File: src/rtl/utim64_irq_arbiter.sv
// Round-robin interrupt arbiter for the four utim64 comparator lines, with valid/ack CPU handshake.
// Define UTIM64_IRQ_ARBITER_SYNC_EN to insert a two-flop synchronizer on iTIMER_IRQ.
module utim64_irq_arbiter (
  input  logic       iCLOCK,
  input  logic       inRESET,
  input  logic [3:0] iTIMER_IRQ,
  input  logic       iMASK_WRITE,
  input  logic [3:0] iMASK_DATA,
  input  logic [3:0] iOVF_CLEAR,
  output logic [3:0] oMASK,
  output logic [3:0] oPENDING,
  output logic [3:0] oOVERFLOW,
  output logic       oIRQ_VALID,
  output logic [1:0] oIRQ_NUM,
  input  logic       iIRQ_ACK
);

  localparam int unsigned IRQ_W = 4;
  localparam int unsigned NUM_W = 2;

  typedef enum logic [0:0] {IDLE, REQ} state_e;

  state_e             state_q, state_d;
  logic [IRQ_W-1:0]   irq_s;
  logic [IRQ_W-1:0]   irq_d_q;
  logic [IRQ_W-1:0]   mask_q, mask_d;
  logic [IRQ_W-1:0]   pending_q, pending_d;
  logic [IRQ_W-1:0]   overflow_q, overflow_d;
  logic               valid_q, valid_d;
  logic [NUM_W-1:0]   num_q, num_d;
  logic [NUM_W-1:0]   last_q, last_d;
  logic [IRQ_W-1:0]   irq_event;
  logic [IRQ_W-1:0]   eligible;
  logic [IRQ_W-1:0]   ack_clr;
  logic [NUM_W-1:0]   idx;
  logic [NUM_W-1:0]   win;
  logic               found;

`ifdef UTIM64_IRQ_ARBITER_SYNC_EN
  logic [IRQ_W-1:0]   sync1_q, sync2_q;

  always_ff @(posedge iCLOCK or negedge inRESET) begin
    if (!inRESET) begin
      sync1_q <= '0;
      sync2_q <= '0;
    end else begin
      sync1_q <= iTIMER_IRQ;
      sync2_q <= sync1_q;
    end
  end

  assign irq_s = sync2_q;
`else
  assign irq_s = iTIMER_IRQ;
`endif

  assign irq_event = irq_s & ~irq_d_q;
  assign eligible  = pending_q & ~mask_q;

  // An event coinciding with the ACK of its own line re-arms pending without counting as overflow.
  always_comb begin
    mask_d     = iMASK_WRITE ? iMASK_DATA : mask_q;
    pending_d  = (pending_q & ~ack_clr) | irq_event;
    overflow_d = (overflow_q & ~iOVF_CLEAR) | (irq_event & pending_q & ~ack_clr);
  end

  // FSM next-state and round-robin winner search starting after last grant.
  always_comb begin
    state_d = state_q;
    valid_d = valid_q;
    num_d   = num_q;
    last_d  = last_q;
    ack_clr = '0;
    idx     = '0;
    win     = '0;
    found   = 1'b0;
    for (int i = 0; i < 4; i++) begin
      idx = NUM_W'(last_q + NUM_W'(i + 1));
      if (!found && eligible[idx]) begin
        found = 1'b1;
        win   = idx;
      end
    end
    case (state_q)
      IDLE: begin
        if (found) begin
          num_d   = win;
          valid_d = 1'b1;
          state_d = REQ;
        end
      end
      REQ: begin
        if (iIRQ_ACK) begin
          ack_clr[num_q] = 1'b1;
          last_d         = num_q;
          valid_d        = 1'b0;
          state_d        = IDLE;
        end
      end
      default: begin
        valid_d = 1'b0;
        state_d = IDLE;
      end
    endcase
  end

  always_ff @(posedge iCLOCK or negedge inRESET) begin
    if (!inRESET) begin
      state_q    <= IDLE;
      irq_d_q    <= '0;
      mask_q     <= '1;
      pending_q  <= '0;
      overflow_q <= '0;
      valid_q    <= 1'b0;
      num_q      <= '0;
      last_q     <= NUM_W'(3);
    end else begin
      state_q    <= state_d;
      irq_d_q    <= irq_s;
      mask_q     <= mask_d;
      pending_q  <= pending_d;
      overflow_q <= overflow_d;
      valid_q    <= valid_d;
      num_q      <= num_d;
      last_q     <= last_d;
    end
  end

  assign oMASK      = mask_q;
  assign oPENDING   = pending_q;
  assign oOVERFLOW  = overflow_q;
  assign oIRQ_VALID = valid_q;
  assign oIRQ_NUM   = num_q;

endmodule

File: config.mk
export PLATFORM = sky130hd
export DESIGN_NAME = utim64_irq_arbiter
export DESIGN_NICKNAME = d
export VERILOG_FILES = /design/src/rtl/utim64_irq_arbiter.sv
export SDC_FILE = /design/constraint.sdc
export NUM_CORES = 1
export LEC_CHECK = 0
export ABC_AREA = 1
export BUFFER_PORTS_ARGS = -buffer_cell sky130_fd_sc_hd__buf_2
export CAP_MARGIN = 10
export CELL_PAD_IN_SITES_DETAIL_PLACEMENT = 0
export CELL_PAD_IN_SITES_GLOBAL_PLACEMENT = 1
export CORE_UTILIZATION = 39
export DETAILED_ROUTE_END_ITERATION = 8
export PLACE_DENSITY = 0.9
export SETUP_SLACK_MARGIN = 0.4
export SKIP_CTS_REPAIR_TIMING = 1
export SLEW_MARGIN = 30
export SYNTH_ARGS = -nofsm -noshare
export SYNTH_HDL_FRONTEND = slang
export SYNTH_SLANG_ARGS = --single-unit
File: constraint.sdc
create_clock -name iCLOCK -period 4.1 [get_ports iCLOCK]
set_clock_uncertainty 0.15 [all_clocks]
set_input_delay 0.615 -clock iCLOCK [delete_from_list [all_inputs] [get_ports iCLOCK]]
set_output_delay 0.615 -clock iCLOCK [all_outputs]
set_load 0.005 [all_outputs]
Yosys cells after proc, flatten, opt, wreduce, memory -nomap -nowiden
Index checks and enable logic that the tools add are counted.
Word-level totals
  register bits after elaboration: 22
  word-level logic and storage cells: 68
Cells by class
  eq/ne operators: 2
  magnitude comparators: 6
  bitwise gates (word level): 13
  add/sub/neg operators: 3
  reduce and logical (&&, ||, !) cells: 10
  muxes and demuxes: 26
Operators by type and width (count)
  $and 4x4->4: 6
  $not 4->4: 4
  $lt 2x3->1 const B: 5
  $mux 1: 13
  $bmux 1 s2: 4
  $mux 2: 4
  $mux 4: 2
  $or 4x4->4: 2
  $reduce_and 2->1: 3
  $add 2x2->2 const B: 2
  $logic_and 1x1->1: 4
  $ne 2x2->1 const B: 2
  $pmux 1 s2: 2
  $logic_not 1->1: 3
  $add 2x1->2 const B: 1
  $demux 1 s2: 1
  $ge 2x1->1 const B: 1
  $not 1->1: 1

Logic depth before layout (Yosys ltp)
  depth after elaboration: 16
  depth in mapped cells: 12

Worst setup path after synthesis
No wires, ideal clock.
  path type: register to register
  start point: register last_q[0]
  end point: register valid_q, in the netlist oIRQ_VALID
  period minus slack after synthesis: 1.530 ns
  path buffers: 0
  data arrival time: 1.259 ns
  stages on the path, launching flop included: 12
  path slack: 2.570 ns
  cell sequence: dfstp_2 -> inv_4 -> nand3_2 -> nand2_1 -> nand2_2 -> nand2_4 -> inv_2 -> nand4_2 -> nand2_2 -> inv_2 -> nor2_1 -> nor2_1
On the way
  longest elaborated chain between the ends: 15
Ends and longest elaborated chain
  start: declaration: RTL line 31  | logic [NUM_W-1:0] last_q, last_d;
  start signal: assignment: RTL line 125  | last_q <= last_d;
  $add 2x1->2: RTL line 78  | idx = NUM_W'(last_q + NUM_W'(i + 1));
  $bmux 1 s2: RTL line 79  | if (!found && eligible[idx]) begin
  $mux 1 (not written as such): RTL line 79
  $mux 1: RTL line 79
  $logic_not 1->1: RTL line 79
  $logic_and 1x1->1: RTL line 79
  $mux 1: RTL line 79
  $logic_not 1->1: RTL line 79
  $logic_and 1x1->1: RTL line 79
  $mux 1: RTL line 79
  $logic_not 1->1: RTL line 79
  $logic_and 1x1->1: RTL line 79
  $mux 1 *: RTL line 79
  $ne 2x2->1 (no source line) *
  $reduce_and 2->1 (no source line) *
  end signal: assignment: RTL line 123  | valid_q <= valid_d;
  end: declaration: RTL line 29  | logic valid_q, valid_d;
Every way passes the cells marked *; elsewhere a longest branch is shown, timed or not. The select of a mux whose other input is x is not followed.
A chain may end at the register's enable or synchronous reset.

Final worst setup path
  start point: register mask_q[3], in the netlist oMASK[3]
  end point: output port oMASK[3]
RTL lines
  start: declaration: RTL line 26  | logic [IRQ_W-1:0] mask_q, mask_d;
  start signal: assignment: RTL line 120  | mask_q <= mask_d;
  end: declaration: RTL line 10  | output logic [3:0] oMASK,
No word-level cell between the ends.

==> key figures <==
Finish
  • Sequential cell area: 558 sq um
  • Layout cells sized above 1: 36.4%
  • Area of the multi-input gates: 459 sq um
  • Commonest non-fill, non-tap cell in the layout: nand2_1
  • Nets: 182
  • Commonest non-fill, non-tap cells in the layout: nand2_1 (40), buf_2 (30), dfrtp_1 (16)
  • Antenna Diode Count: 0
  • Fillers: 254
  • Area Overhead vs Synth: 19.6%

Timing
  • Final hold viol count: 0
  • Slew headroom: 68.4%
  • Final worst-path cycle share: 41.6%
  • Final critical-path required period: 1.71 ns
  • Final setup viols: 0
  • RSZ-0062 raised after global routing: false
  • Actual slew at the worst max-slew pin: 0.474 ns
  • Highest Clock Rate: 586 MHz
  • Pins over their slew limit: 0
  • TNS Setup: 0 ns

Clock network
  • TritonCTS Buffers: 3
  • Clk slew on worst S/H paths: 0.11 ns
  • CTS tree: done
  • Clk_lat worst skew: 0.30 ns
  • Htree depth: 1
  • CTS max path bufs: 2
  • Clock Sinks: 22
  • CTS Root Cell: clkbuf_4

Drt
  • Post-DRT Antenna Nets: 0
  • Met2 Wirelength: 1.05 mm
  • Via count: 946
  • Via density: 4.85
  • WL final: 2.11 mm
  • Drt pass-1 iters: 4
  • Metal-1 WL: 977 um
  • Iter 0 DRT Violations: 16
  • Max Used Layer: met4
  • Met3 routed WL: 72 um
  • WL/cell: 10.8 um
  • Drt drc: 0

Power and ir drop
  • Leak pwr: 0.000700 uW
  • Peak VDD IR: 0.361 mV
  • Power Dens Cells: 724 mW/mm^2
  • Total power: 944 uW

Placement
  • Gp weighted congestion: 0.918
  • Hpwl dp: 1.72 mm
  • Number of port buffers: 30

Hold path
  • HP Class: primary input to async pin

Critical path
  • WS Path Type: flip-flop to output port
  • Critical path peak fanout: 2
  • Crit end category: output port
  • Max incr delay on CP: 0.54 ns
  • Worst path cell trace: buf_2
  • Family with the most delay on the worst path: flip-flops
  • Worst path depth: 1
  • CP bufs+invs: 1
  • Slowest CP cell: dfstp_2
  • R2R depth: 11
  • Worst setup SP type: flip-flop
  • CP Data Arrival Time: 0.94 ns
  • WP data required: 3.34 ns

Synthesis
  • YS warnings: 0
  • Synthesized area: 0.00109 sq mm
  • Syn nets: 147
  • Syn Area/Cell: 8.33 sq um
  • Synthesized instance count: 131
  • Yosys cell types: 18
  • Yosys reg bits: 22
  • Post-synthesis sequential area ratio: 51.1%

Die
  • Core Area: 0.00257 sq mm
  • DIE WIDTH: 54.9 um
  • Initial core utilization: 42.5%
  • Die area: 0.00301 sq mm
  • Number of I/O pins: 31
  • # rows: 18
  • Die extent in y: 54.9 um

Global routing
  • Global-route wire length before repair: 3.66 mm
  • Largest net degree at the start of global routing: 23
  • Gr ovfl total: 0
  • Initial antenna violation count: 0
  • Vias in the first global route: 876
  • Gr usage total: 17.2%

Job
  • Max-cap viol count: 0

Run status
  • Status: finished, final reports clean
## where the power goes
group	leakage [uW]	total, uW	internal, uW	switching (uW)
logic	0.000438	489	183	306
registers	0.000246	360	290	69.1
clock network	0.0000150	96.4	37.9	58.5
## metal layers
| metal | global-route usage [%] | up-vias |
|---|---|---|
| li1 | - | 488 |
| met1 | 23.7 | 436 |
| met2 | 27.9 | 20 |
| met3 | 2.19 | 2 |
| met4 | 6.25 | 0 |
| met5 | 0 | - |
## cells in the mapped netlist
| library cell | instances | area share (%) |
|---|---|---|
| nor2_4 | 1 | 1.0 |
| nand4_1 | 1 | 0.57 |
| nand2_2 | 10 | 5.7 |
| nor2_1 | 2 | 0.69 |
| nand3_1 | 15 | 6.9 |
| nand3_2 | 4 | 3.7 |
| dfrtp_1 | 16 | 37 |
| nand4_2 | 1 | 1.1 |
| nand2_1 | 40 | 14 |
| o31ai_1 | 1 | 0.69 |
| inv_4 | 1 | 0.57 |
| dfstp_2 | 6 | 14 |
| nand2_4 | 1 | 1.0 |
| inv_2 | 3 | 1.0 |
| o21ai_0 | 9 | 4.1 |
| inv_1 | 15 | 5.2 |
| a21oi_1 | 1 | 0.46 |
| o22ai_1 | 4 | 2.3 |
## per-stage QoR
| stage | hold WS (ns) | instances | worst slack, ns | utilization [%] | area (sq um) |
|---|---|---|---|---|---|
| 6_report | 0.104 | 195 | 2.39 | 50.8 | 1310 |
| 5_1_grt | 0.127 | 195 | 2.28 | 50.8 | 1310 |
| 4_1_cts | 0.100 | 195 | 2.37 | 50.8 | 1310 |
| 3_5_place_dp | 0.349 | 191 | 2.41 | 49.8 | 1280 |
| 3_3_place_gp | 0.330 | 191 | 2.44 | 49.8 | 1280 |
| 2_1_floorplan | 0.169 | 131 | 2.57 | - | 1090 |
## registers in the layout (all words and copies together) (netlist names)
register / flops
last_q: 2
irq_d_q: 4
oOVERFLOW: 4
oIRQ_NUM: 2
oIRQ_VALID: 1
oMASK: 4
state_q: 1
oPENDING: 4
## layout make-up
| type | count | area share, % |
|---|---|---|
| Sequential cell | 22 | 42.8 |
| Clock buffer | 4 | 2.01 |
| Timing Repair Buffer | 30 | 11.5 |
| Tap cell | 30 | 2.88 |
| Multi-Input combinational cell | 90 | 35.2 |
| Inverter | 19 | 5.66 |
## worst paths after layout
kind / startpoint / slack, ns / end
max in group asynchronous: inRESET / 3.34 / oMASK[1]
min reg2reg: irq_d_q[0] / 0.36 / oPENDING[0]
max reg2reg: last_q[0] / 2.42 / oIRQ_NUM[1]
max: oMASK[3] / 2.39 / oMASK[3]
min in group iCLOCK: iTIMER_IRQ[0] / 0.28 / irq_d_q[0]
min: inRESET / 0.10 / irq_d_q[0]
## logic make-up (layout without fill, tap and decap cells)
family	count (synthesis)	count (layout)	synth area share (%)
buffers and inverters	19	53	6.77
and+or+nand+nor	75	75	34.5
AOI/OAI and AO/OA	15	15	7.57
DFF	22	22	51.1
No activity file was read; power rests on OpenSTA's default activity.
